<file path="config.mk">
export PLATFORM = sky130hd
export DESIGN_NAME = ex_stage
export DESIGN_NICKNAME = d
export VERILOG_FILES = /design/src/rtl/ex_stage.sv
export SDC_FILE = /design/constraint.sdc
export NUM_CORES = 1
export LEC_CHECK = 0
export BUFFER_PORTS_ARGS = -buffer_cell sky130_fd_sc_hd__buf_2
export CAP_MARGIN = 20
export CORE_ASPECT_RATIO = 0.5
export CORE_MARGIN = 5
export CORE_UTILIZATION = 54
export CTS_BUF_LIST = sky130_fd_sc_hd__clkbuf_4
export CTS_CLUSTER_SIZE = 12
export DETAILED_ROUTE_END_ITERATION = 8
export PLACE_DENSITY = 0.83
export SETUP_SLACK_MARGIN = 0.3
export SYNTH_ARGS = -nofsm -noshare
export SYNTH_HDL_FRONTEND = slang
export SYNTH_SLANG_ARGS = --single-unit
</file>
<file path="constraint.sdc">
create_clock -name clk -period 12.45 [get_ports clk]
set_input_delay 2.49 -clock clk [delete_from_list [all_inputs] [get_ports clk]]
set_output_delay 2.49 -clock clk [all_outputs]
set_load 0.01 [all_outputs]
</file>
<file path="src/rtl/ex_stage.sv">
// rtl/ex_stage.sv - MIPS execute stage: combinational ALU, HI/LO registers and a stalling 32-step restoring divider.
module ex_stage (
    input  logic        clk,
    input  logic        rst,
    input  logic [7:0]  aluop_i,
    input  logic [2:0]  alusel_i,
    input  logic [31:0] reg1_i,
    input  logic [31:0] reg2_i,
    input  logic [4:0]  wd_i,
    input  logic        wreg_i,
    input  logic        flush_i,
    output logic [4:0]  wd_o,
    output logic        wreg_o,
    output logic [31:0] wdata_o,
    output logic        stallreq_o,
    output logic [31:0] hi_o,
    output logic [31:0] lo_o
);
    localparam logic [7:0] EXE_AND_OP  = 8'b0010_0100;
    localparam logic [7:0] EXE_OR_OP   = 8'b0010_0101;
    localparam logic [7:0] EXE_XOR_OP  = 8'b0010_0110;
    localparam logic [7:0] EXE_NOR_OP  = 8'b0010_0111;
    localparam logic [7:0] EXE_SLL_OP  = 8'b0111_1100;
    localparam logic [7:0] EXE_SRL_OP  = 8'b0000_0010;
    localparam logic [7:0] EXE_SRA_OP  = 8'b0000_0011;
    localparam logic [7:0] EXE_SLT_OP  = 8'b0010_1010;
    localparam logic [7:0] EXE_ADDU_OP = 8'b0010_0001;
    localparam logic [7:0] EXE_SUBU_OP = 8'b0010_0011;
    localparam logic [7:0] EXE_MFHI_OP = 8'b0001_0000;
    localparam logic [7:0] EXE_MFLO_OP = 8'b0001_0010;
    localparam logic [7:0] EXE_DIV_OP  = 8'b0001_1010;
    localparam logic [7:0] EXE_DIVU_OP = 8'b0001_1011;

    localparam logic [2:0] EXE_RES_LOGIC = 3'b001;
    localparam logic [2:0] EXE_RES_SHIFT = 3'b010;
    localparam logic [2:0] EXE_RES_MOVE  = 3'b011;
    localparam logic [2:0] EXE_RES_ARITH = 3'b100;

    typedef enum logic [1:0] {DIV_IDLE, DIV_BUSY, DIV_DONE} div_state_e;

    div_state_e  state_q, state_d;
    logic [31:0] quot_q, quot_d;
    logic [32:0] rem_q, rem_d;
    logic [31:0] dvs_q, dvs_d;
    logic [5:0]  cnt_q, cnt_d;
    logic        qneg_q, qneg_d;
    logic        rneg_q, rneg_d;
    logic [31:0] hi_q, hi_d;
    logic [31:0] lo_q, lo_d;

    logic        is_div, is_signed;
    logic [31:0] abs1, abs2;
    logic [32:0] trial, diff;
    logic        fits;
    logic [31:0] final_quot, final_rem;

    assign is_div    = (aluop_i == EXE_DIV_OP) || (aluop_i == EXE_DIVU_OP);
    assign is_signed = (aluop_i == EXE_DIV_OP);
    assign abs1      = (is_signed && reg1_i[31]) ? 32'd0 - reg1_i : reg1_i;
    assign abs2      = (is_signed && reg2_i[31]) ? 32'd0 - reg2_i : reg2_i;

    // The quotient register doubles as the dividend shift register: its MSB feeds the remainder.
    assign trial      = {rem_q[31:0], quot_q[31]};
    assign diff       = trial - {1'b0, dvs_q};
    assign fits       = trial >= {1'b0, dvs_q};
    assign final_quot = qneg_q ? 32'd0 - quot_q : quot_q;
    assign final_rem  = rneg_q ? 32'd0 - rem_q[31:0] : rem_q[31:0];

    always_comb begin
        state_d = state_q;
        quot_d  = quot_q;
        rem_d   = rem_q;
        dvs_d   = dvs_q;
        cnt_d   = cnt_q;
        qneg_d  = qneg_q;
        rneg_d  = rneg_q;
        hi_d    = hi_q;
        lo_d    = lo_q;
        if (flush_i) begin
            state_d = DIV_IDLE;
        end else begin
            case (state_q)
                DIV_IDLE: begin
                    if (is_div) begin
                        if (reg2_i == 32'd0) begin
                            quot_d  = 32'hFFFF_FFFF;
                            rem_d   = {1'b0, reg1_i};
                            qneg_d  = 1'b0;
                            rneg_d  = 1'b0;
                            state_d = DIV_DONE;
                        end else begin
                            quot_d  = abs1;
                            rem_d   = 33'd0;
                            dvs_d   = abs2;
                            qneg_d  = is_signed && (reg1_i[31] ^ reg2_i[31]);
                            rneg_d  = is_signed && reg1_i[31];
                            cnt_d   = 6'd0;
                            state_d = DIV_BUSY;
                        end
                    end
                end
                DIV_BUSY: begin
                    rem_d  = fits ? diff : trial;
                    quot_d = {quot_q[30:0], fits};
                    cnt_d  = cnt_q + 6'd1;
                    if (cnt_q == 6'd31) begin
                        state_d = DIV_DONE;
                    end
                end
                DIV_DONE: begin
                    hi_d    = final_rem;
                    lo_d    = final_quot;
                    state_d = DIV_IDLE;
                end
                default: state_d = DIV_IDLE;
            endcase
        end
    end

    always_ff @(posedge clk or negedge rst) begin
        if (!rst) begin
            state_q <= DIV_IDLE;
            quot_q  <= 32'd0;
            rem_q   <= 33'd0;
            dvs_q   <= 32'd0;
            cnt_q   <= 6'd0;
            qneg_q  <= 1'b0;
            rneg_q  <= 1'b0;
            hi_q    <= 32'd0;
            lo_q    <= 32'd0;
        end else begin
            state_q <= state_d;
            quot_q  <= quot_d;
            rem_q   <= rem_d;
            dvs_q   <= dvs_d;
            cnt_q   <= cnt_d;
            qneg_q  <= qneg_d;
            rneg_q  <= rneg_d;
            hi_q    <= hi_d;
            lo_q    <= lo_d;
        end
    end

    logic [31:0] alu_res;
    logic        stall;

    always_comb begin
        alu_res = 32'd0;
        case (alusel_i)
            EXE_RES_LOGIC: begin
                case (aluop_i)
                    EXE_OR_OP:  alu_res = reg1_i | reg2_i;
                    EXE_AND_OP: alu_res = reg1_i & reg2_i;
                    EXE_XOR_OP: alu_res = reg1_i ^ reg2_i;
                    EXE_NOR_OP: alu_res = ~(reg1_i | reg2_i);
                    default:    alu_res = 32'd0;
                endcase
            end
            EXE_RES_SHIFT: begin
                case (aluop_i)
                    EXE_SLL_OP: alu_res = reg2_i << reg1_i[4:0];
                    EXE_SRL_OP: alu_res = reg2_i >> reg1_i[4:0];
                    EXE_SRA_OP: alu_res = 32'($signed(reg2_i) >>> reg1_i[4:0]);
                    default:    alu_res = 32'd0;
                endcase
            end
            EXE_RES_ARITH: begin
                case (aluop_i)
                    EXE_ADDU_OP: alu_res = reg1_i + reg2_i;
                    EXE_SUBU_OP: alu_res = reg1_i - reg2_i;
                    EXE_SLT_OP:  alu_res = {31'd0, $signed(reg1_i) < $signed(reg2_i)};
                    default:     alu_res = 32'd0;
                endcase
            end
            EXE_RES_MOVE: begin
                case (aluop_i)
                    EXE_MFHI_OP: alu_res = hi_q;
                    EXE_MFLO_OP: alu_res = lo_q;
                    default:     alu_res = 32'd0;
                endcase
            end
            default: alu_res = 32'd0;
        endcase
    end

    assign stall = is_div && (state_q != DIV_DONE);

    // Outputs are combinational, so reset has to mask them directly.
    always_comb begin
        wd_o       = 5'd0;
        wreg_o     = 1'b0;
        wdata_o    = 32'd0;
        stallreq_o = 1'b0;
        if (rst) begin
            wd_o       = wd_i;
            wreg_o     = wreg_i && !stall;
            wdata_o    = alu_res;
            stallreq_o = stall;
        end
    end

    assign hi_o = hi_q;
    assign lo_o = lo_q;
endmodule

</file>
Word-level counts from Yosys, hierarchy flattened
Cells that the tools add are included.
{"block": "op_classes", "n_addsub": 8, "mul": 0, "div": 0, "magnitude_cmp": 2, "eq_ne": 26, "shift": 3, "n_mux": 30, "bitwise_logic": 7, "n_reduce_logical": 16}
{"operator": "32-bit 2-to-1 mux", "n": 10}
{"operator": "32-bit one-hot mux with 4 select lines", "n": 2}
{"operator": "32-bit one-hot mux with 2 select lines", "n": 3}
{"operator": "32-bit one-hot mux with 3 select lines", "n": 2}
{"operator": "1-bit by 32-bit subtractor with 32-bit output (first input constant)", "n": 4}
{"operator": "32-bit subtractor", "n": 2}
{"operator": "8-bit by 6-bit equality test with 1-bit output (second input constant)", "n": 7}
{"operator": "33-bit by 32-bit >= comparator with 1-bit output", "n": 1}
{"operator": "32-bit adder", "n": 1}
{"operator": "32-bit AND", "n": 1}
{"operator": "8-bit by 5-bit equality test with 1-bit output (second input constant)", "n": 4}
{"operator": "32-bit logical NOT", "n": 1}
{"operator": "32-bit < comparator", "n": 1}
{"operator": "32-bit NOT", "n": 1}
{"operator": "32-bit OR", "n": 1}
{"operator": "32-bit by 5-bit left shift with 32-bit output", "n": 1}
{"operator": "32-bit by 5-bit >> shifter with 32-bit output", "n": 1}
{"operator": "32-bit by 5-bit >>> shifter with 32-bit output", "n": 1}
{"operator": "32-bit XOR", "n": 1}
{"operator": "8-bit by 2-bit equality test with 1-bit output (second input constant)", "n": 2}
{"operator": "6-bit 2-to-1 mux", "n": 2}
{"operator": "6-bit one-hot mux with 2 select lines", "n": 1}
{"operator": "8-bit by 7-bit equality test with 1-bit output (second input constant)", "n": 1}
{"operator": "2-bit 2-to-1 mux", "n": 4}
{"operator": "22 further kinds", "n": 37}
{"block": "totals", "regBits": 170, "latch_bits": 0, "mem_bits_rw": 0, "romBits": 0, "input_bits": 84, "output_inout_bits": 103, "elab_cells": 101, "n_memories": 0}

Longest topological paths before layout
Gate-level depths: netlist (run 1).
{"block": "depth", "ltp_word": 6, "depth_mapped": 15, "depth_no_buf": 12}

Worst setup path after synthesis (run 1)
Ideal clock, no wire load.
{"block": "synth_timing", "path_type": "input-to-output", "start": "input reg1_i[2]", "end": "output wdata_o[30]", "t_arrival_ps": 5980, "required_ps": 9960, "setup_slack_ps": 3980, "stages": 15, "path_cell_list": "clkbuf_1 > inv_2 > buf_1 > buf_1 > ha_1 > clkbuf_1 > nand3_1 > a2111oi_0 > nor3_1 > o211ai_1 > a21boi_0 > o41ai_1 > xnor2_1 > nand2_1 > a41oi_1"}
{"block": "synth_between", "elab_chain_cells": 4, "elab_cells_between_ends": 9}
{"element": "start, declared", "line": "7", "text": "input logic [31:0] reg1_i,"}
{"element": "32-bit subtractor, or another cell as far along", "line": "170", "text": "EXE_SUBU_OP: alu_res = reg1_i - reg2_i;"}
{"element": "32-bit one-hot mux with 3 select lines, on equally long branches", "line": "168, 160"}
{"element": "32-bit one-hot mux with 4 select lines (*)", "line": "149", "text": "case (alusel_i)"}
{"element": "32-bit 2-to-1 mux (*)", "line": "194", "text": "if (rst) begin"}
{"element": "end, declared", "line": "14", "text": "output logic [31:0] wdata_o,"}
Mark *: on every way between the ends. The rest lies on a longest branch, timed or not.

Final worst setup path (run 1)
{"block": "layout_timing", "start": "input reg1_i[4]", "end": "output wdata_o[30]"}
Same word-level chain as after synthesis.

==> flow_summary.html, run 1 <==
<table>
<tr><th>Metric</th><th>Value</th></tr>
<tr><th colspan="2">Outcome</th></tr>
<tr><td>Result of the run</td><td>complete, no violations</td></tr>
<tr><th colspan="2">Placement</th></tr>
<tr><td>Detailed placement HPWL</td><td>73500 um</td></tr>
<tr><td>Last weighted congestion value of the routability-driven placer</td><td>1.06</td></tr>
<tr><td>Number of cells in the design after placement</td><td>3344</td></tr>
<tr><td>Placed instance area</td><td>0.0219 mm2</td></tr>
<tr><td>Buffers added on ports</td><td>186</td></tr>
<tr><th colspan="2">Timing</th></tr>
<tr><td>Final hold violation count</td><td>0</td></tr>
<tr><td>Minimum hold slack</td><td>0.501 ns</td></tr>
<tr><td>Fmax</td><td>104 MHz</td></tr>
<tr><td>Slew headroom</td><td>26.2%</td></tr>
<tr><td>Fin Setup TNS</td><td>0 ns</td></tr>
<tr><td>Unrepaired setup endpoints after global routing</td><td>false</td></tr>
<tr><td>Final period util</td><td>76.9%</td></tr>
<tr><td>Final setup violation count</td><td>0</td></tr>
<tr><td>Skew final</td><td>0.0444 ns</td></tr>
<tr><td>Minimum period implied by the final worst setup slack</td><td>9.57 ns</td></tr>
<tr><td>Pin slew with the least headroom to its limit</td><td>1.11 ns</td></tr>
<tr><td>Max-slew violations</td><td>0</td></tr>
<tr><th colspan="2">Logic synthesis</th></tr>
<tr><td>Adder and majority gate portion of the synthesized area</td><td>8.46%</td></tr>
<tr><td>Post-synthesis net count</td><td>3042</td></tr>
<tr><td>Number of synthesized flops with an enable pin</td><td>0</td></tr>
<tr><td>Area fraction in and, or, nand and nor cells after synthesis</td><td>17.9%</td></tr>
<tr><td>Main combinational cell family by area after synthesis</td><td>compound AO/OA/AOI/OAI gates</td></tr>
<tr><td>Main flop type after synthesis</td><td>dfrtp_1</td></tr>
<tr><td>Area fraction in compound gates after synthesis</td><td>29.0%</td></tr>
<tr><td>Number of synthesis warnings</td><td>0</td></tr>
<tr><td>Distinct cell type count after synthesis</td><td>83</td></tr>
<tr><td>Fraction of registers with async set/reset</td><td>100%</td></tr>
<tr><td>Flop and latch count out of synthesis</td><td>170</td></tr>
<tr><td>XOR/XNOR share of the synthesized area</td><td>8.75%</td></tr>
<tr><td>Avg Cell Area, Syn</td><td>7.39 um2</td></tr>
<tr><td>Syn Std Cell Area</td><td>0.0208 mm2</td></tr>
<tr><td>Synthesized instance count</td><td>2819</td></tr>
<tr><td>Share of cell area taken by muxes after synthesis</td><td>8.75%</td></tr>
<tr><td>Share of the yosys chip area belonging to registers</td><td>20.4%</td></tr>
<tr><th colspan="2">Power and ir drop</th></tr>
<tr><td>Power per Cell Area</td><td>92.5 mW/mm2</td></tr>
<tr><td>Overall Power</td><td>2.06 mW</td></tr>
<tr><td>Cell leakage power</td><td>9.15 nW</td></tr>
<tr><td>Maximum resistive drop on vdd</td><td>0.0603 mV</td></tr>
<tr><th colspan="2">Setup path</th></tr>
<tr><td>Destination of the critical timing path</td><td>wdata_o[30]</td></tr>
<tr><td>Critical path startpoint category</td><td>input port</td></tr>
<tr><td>Classification of the worst setup path</td><td>input port to primary output</td></tr>
<tr><td>Worst setup path startpoint</td><td>reg1_i[4]</td></tr>
<tr><td>Largest fanout on the critical path</td><td>49</td></tr>
<tr><td>Reg-to-reg slack, setup</td><td>7.45 ns</td></tr>
<tr><td>R2r startpoint</td><td>rem_q[1]</td></tr>
<tr><td>Worst r2r dst</td><td>rem_q[2]</td></tr>
<tr><td>Critical path arrival</td><td>7.08 ns</td></tr>
<tr><td>Sort of element at the end of the critical path</td><td>primary output</td></tr>
<tr><td>Worst endpoint required time</td><td>9.96 ns</td></tr>
<tr><td>Worst reg-to-reg path cell count</td><td>11</td></tr>
<tr><th colspan="2">Layout</th></tr>
<tr><td>Total area of multi-input combinational cells</td><td>0.0153 mm2</td></tr>
<tr><td>Most common library cell in the layout ignoring fill and taps</td><td>nor2_1</td></tr>
<tr><td>Layout overhead on the synthesized area</td><td>6.91%</td></tr>
<tr><td>Net count of the finished layout</td><td>3068</td></tr>
<tr><td>Ratio of cells with drive above 1 in the final layout</td><td>12.1%</td></tr>
<tr><td>Post-Layout Inst Area</td><td>0.0223 mm2</td></tr>
<tr><td>Highest-count cells in the layout ignoring fill and taps</td><td>nor2_1, a21oi_1, nand2_1</td></tr>
<tr><td>Count of filler cells inserted in the layout</td><td>3537</td></tr>
<tr><td>Area taken by flip-flops and latches</td><td>0.00425 mm2</td></tr>
<tr><td>Post-route non-filler standard cell count</td><td>3382</td></tr>
<tr><th colspan="2">Die</th></tr>
<tr><td>Total I/O pin count</td><td>187</td></tr>
<tr><td>Floorplan Core Area</td><td>0.0377 mm2</td></tr>
<tr><td>Number of cell rows</td><td>50</td></tr>
<tr><td>Overall die width</td><td>288 um</td></tr>
<tr><td>Initial core utilization</td><td>55.2%</td></tr>
<tr><td>Die height</td><td>149 um</td></tr>
<tr><td>Die outline area</td><td>0.0428 mm2</td></tr>
<tr><th colspan="2">Clocking</th></tr>
<tr><td>Latest clock arrival within the worst-skew pair</td><td>0.63 ns</td></tr>
<tr><td>Clock Root Buffer</td><td>clkbuf_4</td></tr>
<tr><td>CTS Sinks</td><td>170</td></tr>
<tr><td>Hold buffers post-CTS</td><td>0</td></tr>
<tr><td>Clock edge transition at the registers on the reported setup and hold paths</td><td>0.14 ns</td></tr>
<tr><td>Clock tree from TritonCTS</td><td>built</td></tr>
<tr><td>Total number of H-tree levels</td><td>4</td></tr>
<tr><td>Post-cts repair resize count</td><td>0</td></tr>
<tr><td>Count of buffers added by post-CTS timing repair for setup</td><td>0</td></tr>
<tr><td>Maximum buffer depth of the clock tree</td><td>2</td></tr>
<tr><td>Total clock buffers created by CTS</td><td>17</td></tr>
<tr><th colspan="2">Hold path</th></tr>
<tr><td>Min-delay worst type</td><td>flop to flop</td></tr>
<tr><th colspan="2">Detailed routing</th></tr>
<tr><td>DRC violation total after the first TritonRoute iteration</td><td>3918</td></tr>
<tr><td>DRC viols</td><td>0</td></tr>
<tr><td>Routed length per instance</td><td>27.9 um</td></tr>
<tr><td>Antenna Nets Post-Route</td><td>0</td></tr>
<tr><td>Via-per-instance ratio</td><td>6.91</td></tr>
<tr><td>Vias</td><td>23400</td></tr>
<tr><td>Count of TritonRoute iterations in the first routing pass</td><td>8</td></tr>
<tr><td>Aggregate routed wire length</td><td>94200 um</td></tr>
<tr><th colspan="2">GRT</th></tr>
<tr><td>Met1 routing resource usage after global routing</td><td>61.8%</td></tr>
<tr><td>Pin count of the biggest net entering global routing</td><td>87</td></tr>
<tr><td>Wire length of the first global-routing pass</td><td>137000 um</td></tr>
<tr><td>Final global-route overflow total</td><td>0</td></tr>
<tr><td>Tot GR Track Use</td><td>42.1%</td></tr>
<tr><td>Number of global-route vias before repair</td><td>20900</td></tr>
<tr><td>Global-route met3 utilization</td><td>15.5%</td></tr>
<tr><td>Busiest metal layer after global routing</td><td>met1</td></tr>
<tr><td>Initial antenna violation count</td><td>10</td></tr>
<tr><td>Grt met2 use</td><td>57.0%</td></tr>
<tr><th colspan="2">Flow run</th></tr>
<tr><td>Total of max-cap violations</td><td>0</td></tr>
</table>
-- power by group --
group / switching (mW) / internal [mW] / total [mW]
Clock: 0.238 / 0.111 / 0.349
Sequential: 0.0985 / 0.609 / 0.708
Combinational: 0.634 / 0.370 / 1.00
-- per-stage QoR --
stage	setup WS [ns]	utilization, %
5_1_grt	2.56	59.0
3_5_place_dp	3.01	58.1
4_1_cts	3.01	58.9
2_1_floorplan	3.98	-
6_report	2.88	59.0
3_3_place_gp	3.02	58.1
-- cell type report --
class | count | share of cell area (%)
Clock buffer | 17 | 0.573
Tap cell | 520 | 2.92
Clock inverter | 15 | 0.792
Sequential cell | 170 | 19.1
Multi-Input combinational cell | 2288 | 68.5
Timing Repair Buffer | 222 | 5.62
Antenna cell | 4 | 0.0449
Inverter | 146 | 2.46
-- how the worst min path moves through the flow --
stage / slack (ns) / startpoint / endpoint / depth (start not counted)
after global placement: 0.46 / dvs_q[9] / dvs_q[9] / 2
after global routing: 0.55 / dvs_q[31] / dvs_q[31] / 2
after CTS: 0.50 / dvs_q[22] / dvs_q[22] / 2
final: 0.50 / dvs_q[22] / dvs_q[22] / 2
after floorplan: 0.45 / dvs_q[10] / dvs_q[10] / 2
after detailed placement: 0.47 / dvs_q[22] / dvs_q[22] / 2
-- worst max-delay path: stages --
cell	delay [ns]
buf_2	0.67
inv_1	0.50
ha_1	0.58
inv_1	0.15
a2111oi_0	0.79
nor3_1	0.24
o211ai_1	0.37
a21boi_0	0.20
o41ai_1	0.39
xnor2_1	0.17
nand2_1	0.06
a41oi_1	0.28
buf_2	0.18
-- cell usage after synthesis, types with 17 or more instances --
library cell    n  area [um2]
nand2b_1       26         163
o31ai_1        45         338
xor2_1         74         648
nand3_1        46         230
nor2_1        305        1140
a21oi_1       301        1510
xnor2_1       134        1170
mux2_2         27         304
a211oi_1       49         368
and3_1         17         106
ha_1          136        1700
nand2_1       241         905
o211ai_1       21         158
mux2i_1       100        1000
a31oi_1        41         257
nor4_1         22         138
mux4_2         23         518
o22ai_1        75         469
a22oi_1        40         300
nor3_1         54         270
a21o_1         24         180
dfrtp_1       170        4250
clkbuf_1      181         679
inv_1         144         541
a221oi_1       24         210
o21ai_0       212        1060
buf_1          27         101
-- sequential cells by signal, indices dropped and copies added (netlist names) --
| name | flops |
|---|---|
| hi_o | 32 |
| rneg_q | 1 |
| qneg_q | 1 |
| dvs_q | 32 |
| rem_q | 32 |
| cnt_q | 6 |
| state_q | 2 |
| quot_q | 32 |
| lo_o | 32 |
-- metal layers --
layer | part of all wire [%] | vias to the layer above
met5 | 0.037 | -
met4 | 3.3 | 6
met3 | 16 | 196
met2 | 39 | 1578
met1 | 42 | 11300
li1 | - | 10300
-- cell families after synthesis --
logic type	count (synthesis)
fa+ha+maj	139
compound gates	969
buf+inv	361
mux	150
xor+xnor	208
simple gates	822
flops	170
No activity file was read; power rests on OpenSTA's default activity.
==> run 2, diff against run 1 <==
==> constraint.sdc (replaced) <==
create_clock -name clk -period 9.2 [get_ports clk]
set_input_delay 1.84 -clock clk [delete_from_list [all_inputs] [get_ports clk]]
set_output_delay 1.84 -clock clk [all_outputs]
set_load 0.01 [all_outputs]
==> run 2 against run 1 <==
Against the previous run: combinational power is 32% higher; non-clock buffer count shrank 4; routed wire length decreased by 5.1%; clock-buffer cell count did not move; power increased by 32%; clock skew down 0.0072 ns; critical path depth unchanged.
==> flow_summary.html, run 2 (synthesized netlist as in run 1, its figures left out) <==
<table>
<tr><th>Metric</th><th>Value</th></tr>
<tr><th colspan="2">Outcome</th></tr>
<tr><td>Result of the run</td><td>complete, no violations</td></tr>
<tr><th colspan="2">Clocking</th></tr>
<tr><td>Clock edge transition at the registers on the reported setup and hold paths</td><td>0.15 ns</td></tr>
<tr><td>Total clock buffers created by CTS</td><td>17</td></tr>
<tr><td>Clock tree from TritonCTS</td><td>built</td></tr>
<tr><td>Count of buffers added by post-CTS timing repair for setup</td><td>0</td></tr>
<tr><td>Clock Root Buffer</td><td>clkbuf_4</td></tr>
<tr><td>Hold buffers post-CTS</td><td>0</td></tr>
<tr><td>Post-cts repair resize count</td><td>0</td></tr>
<tr><td>Total number of H-tree levels</td><td>4</td></tr>
<tr><td>Latest clock arrival within the worst-skew pair</td><td>0.63 ns</td></tr>
<tr><td>Maximum buffer depth of the clock tree</td><td>2</td></tr>
<tr><td>CTS Sinks</td><td>170</td></tr>
<tr><th colspan="2">Setup path</th></tr>
<tr><td>Cell repeated most along the worst path</td><td>buf_2</td></tr>
<tr><td>Worst endpoint required time</td><td>7.36 ns</td></tr>
<tr><td>Worst reg-to-reg path cell count</td><td>12</td></tr>
<tr><td>Classification of the worst setup path</td><td>input port to primary output</td></tr>
<tr><td>Sort of element at the end of the critical path</td><td>primary output</td></tr>
<tr><td>Critical path buffers and inverters</td><td>3</td></tr>
<tr><td>Delay contributed by the slowest stage of the critical path</td><td>0.65 ns</td></tr>
<tr><td>CP max-delay cell</td><td>buf_2</td></tr>
<tr><td>Critical-path cell list</td><td>buf_2 -&gt; inv_1 -&gt; ha_1 -&gt; nor2_1 -&gt; o311ai_0 -&gt; a31o_2 -&gt; o21ai_0 -&gt; a211oi_1 -&gt; nor4b_1 -&gt; mux2_2 -&gt; a22oi_1 -&gt; a41oi_1 -&gt; buf_2</td></tr>
<tr><td>Critical path arrival</td><td>6.04 ns</td></tr>
<tr><td>Critical path startpoint category</td><td>input port</td></tr>
<tr><td>Largest fanout on the critical path</td><td>49</td></tr>
<tr><td>CP top delay family</td><td>compound AO/OA/AOI/OAI gates</td></tr>
<tr><td>Cell count along the critical path</td><td>13</td></tr>
<tr><th colspan="2">Power and ir drop</th></tr>
<tr><td>Power per Cell Area</td><td>123 mW/mm2</td></tr>
<tr><td>Clock power share</td><td>16.3%</td></tr>
<tr><td>Part of the total power dissipated in sequential elements</td><td>35.0%</td></tr>
<tr><td>Switching power summed over all nets</td><td>1.28 mW</td></tr>
<tr><td>Share of total power in combinational logic</td><td>48.6%</td></tr>
<tr><td>Net switching fraction of the power</td><td>46.9%</td></tr>
<tr><td>Internal power contribution</td><td>1.45 mW</td></tr>
<tr><td>Maximum resistive drop on vdd</td><td>0.0768 mV</td></tr>
<tr><td>Cell leakage power</td><td>9.12 nW</td></tr>
<tr><th colspan="2">Placement</th></tr>
<tr><td>Detailed placement HPWL</td><td>69300 um</td></tr>
<tr><td>Buffers added on ports</td><td>186</td></tr>
<tr><td>Last weighted congestion value of the routability-driven placer</td><td>1.09</td></tr>
<tr><td>Number of cells in the design after placement</td><td>3340</td></tr>
<tr><th colspan="2">Timing</th></tr>
<tr><td>Max-slew violations</td><td>0</td></tr>
<tr><td>Final period util</td><td>85.6%</td></tr>
<tr><td>Final setup violation count</td><td>0</td></tr>
<tr><td>Slew headroom</td><td>14.7%</td></tr>
<tr><td>Final hold violation count</td><td>0</td></tr>
<tr><td>Pin slew with the least headroom to its limit</td><td>1.27 ns</td></tr>
<tr><td>Fmax</td><td>127 MHz</td></tr>
<tr><td>Skew final</td><td>0.0372 ns</td></tr>
<tr><td>Unrepaired setup endpoints after global routing</td><td>false</td></tr>
<tr><td>Fin Setup TNS</td><td>0 ns</td></tr>
<tr><td>Minimum period implied by the final worst setup slack</td><td>7.88 ns</td></tr>
<tr><th colspan="2">GRT</th></tr>
<tr><td>Initial antenna violation count</td><td>8</td></tr>
<tr><td>Wire length of the first global-routing pass</td><td>131000 um</td></tr>
<tr><td>Number of global-route vias before repair</td><td>20500</td></tr>
<tr><td>Tot GR Track Use</td><td>40.2%</td></tr>
<tr><td>Final global-route overflow total</td><td>0</td></tr>
<tr><td>Pin count of the biggest net entering global routing</td><td>89</td></tr>
<tr><th colspan="2">Layout</th></tr>
<tr><td>Area taken by flip-flops and latches</td><td>0.00425 mm2</td></tr>
<tr><td>Net count of the finished layout</td><td>3064</td></tr>
<tr><td>Total area of multi-input combinational cells</td><td>0.0152 mm2</td></tr>
<tr><td>Ratio of cells with drive above 1 in the final layout</td><td>11.9%</td></tr>
<tr><td>Most common library cell in the layout ignoring fill and taps</td><td>nor2_1</td></tr>
<tr><td>Highest-count cells in the layout ignoring fill and taps</td><td>nor2_1, a21oi_1, nand2_1</td></tr>
<tr><td>Layout overhead on the synthesized area</td><td>6.62%</td></tr>
<tr><td>Count of filler cells inserted in the layout</td><td>3581</td></tr>
<tr><td>Post-route non-filler standard cell count</td><td>3378</td></tr>
<tr><th colspan="2">Detailed routing</th></tr>
<tr><td>Routed length per instance</td><td>26.5 um</td></tr>
<tr><td>DRC viols</td><td>0</td></tr>
<tr><td>Aggregate routed wire length</td><td>89400 um</td></tr>
<tr><td>Count of TritonRoute iterations in the first routing pass</td><td>9</td></tr>
<tr><td>DRC violation total after the first TritonRoute iteration</td><td>3942</td></tr>
<tr><td>Via-per-instance ratio</td><td>6.80</td></tr>
<tr><td>Vias</td><td>23000</td></tr>
<tr><td>Antenna Nets Post-Route</td><td>0</td></tr>
<tr><th colspan="2">Die</th></tr>
<tr><td>Die height</td><td>149 um</td></tr>
<tr><td>Overall die width</td><td>288 um</td></tr>
<tr><td>Die outline area</td><td>0.0428 mm2</td></tr>
<tr><td>Total I/O pin count</td><td>187</td></tr>
<tr><td>Floorplan Core Area</td><td>0.0377 mm2</td></tr>
<tr><td>Number of cell rows</td><td>50</td></tr>
<tr><td>Initial core utilization</td><td>55.2%</td></tr>
<tr><th colspan="2">Hold path</th></tr>
<tr><td>Min-delay worst type</td><td>flop to flop</td></tr>
<tr><td>Cell depth of the worst min-delay path</td><td>2</td></tr>
<tr><th colspan="2">Flow run</th></tr>
<tr><td>Total of max-cap violations</td><td>0</td></tr>
</table>
-- run 2: worst paths after layout --
path,start,endpoint,slack [ns]
max,reg1_i[4],wdata_o[25],1.32
min,dvs_q[21],dvs_q[21],0.50
max reg2reg,rem_q[1],rem_q[2],4.76
min reg2reg,dvs_q[21],dvs_q[21],0.50
max in group asynchronous,rst,rem_q[22],6.11
min in group asynchronous,rst,quot_q[7],1.23
-- run 2: final cells by class --
class | count | area share [%]
antenna | 4 | 0.0451
tap | 520 | 2.93
timing repair buffer | 218 | 5.50
clock buffer | 17 | 0.575
clock inverter | 15 | 0.676
sequential | 170 | 19.2
multi-input combinational | 2288 | 68.7
inverter | 146 | 2.47
-- run 2: per-layer routing --
layer	up-vias	share of wire, %	routed length, um	track usage, %
li1	10300	-	-	-
met1	10800	41	37000	58.5
met2	1610	41	36200	57.4
met3	224	15	13300	12.7
met4	14	3.1	2730	10.3
met5	-	0.096	86	0
-- run 2: power groups by stage --
stage	Clock (mW)	Combinational, mW	Sequential [mW]
after floorplan	0	0.919	0.924
after global placement	0	1.26	0.956
after detailed placement	0	1.27	0.959
after CTS	0.441	1.28	0.945
after global routing	0.473	1.43	0.962
final	0.445	1.32	0.953
-- run 2: through the flow --
step | utilization, % | setup slack [ns] | power [mW] | hold WS (ns) | cell area (um2)
finish | 58.9 | 1.32 | 2.72 | 0.504 | 22200
CTS | 58.7 | 1.48 | 2.66 | 0.504 | 22200
global route | 58.9 | 1.10 | 2.87 | 0.529 | 22200
detailed placement | 58.0 | 1.48 | 2.23 | 0.471 | 21900
global placement | 58.0 | 1.54 | 2.22 | 0.461 | 21900
floorplan | - | 2.03 | 1.84 | 0.450 | 20800
-- run 2: tightest hold or removal path: cells and delay by family, from the launching register on --
| kind | cells | cell delay (ns) |
|---|---|---|
| flops | 1 | 0.38 |
| simple gates | 1 | 0.05 |
| compound gates | 1 | 0.06 |
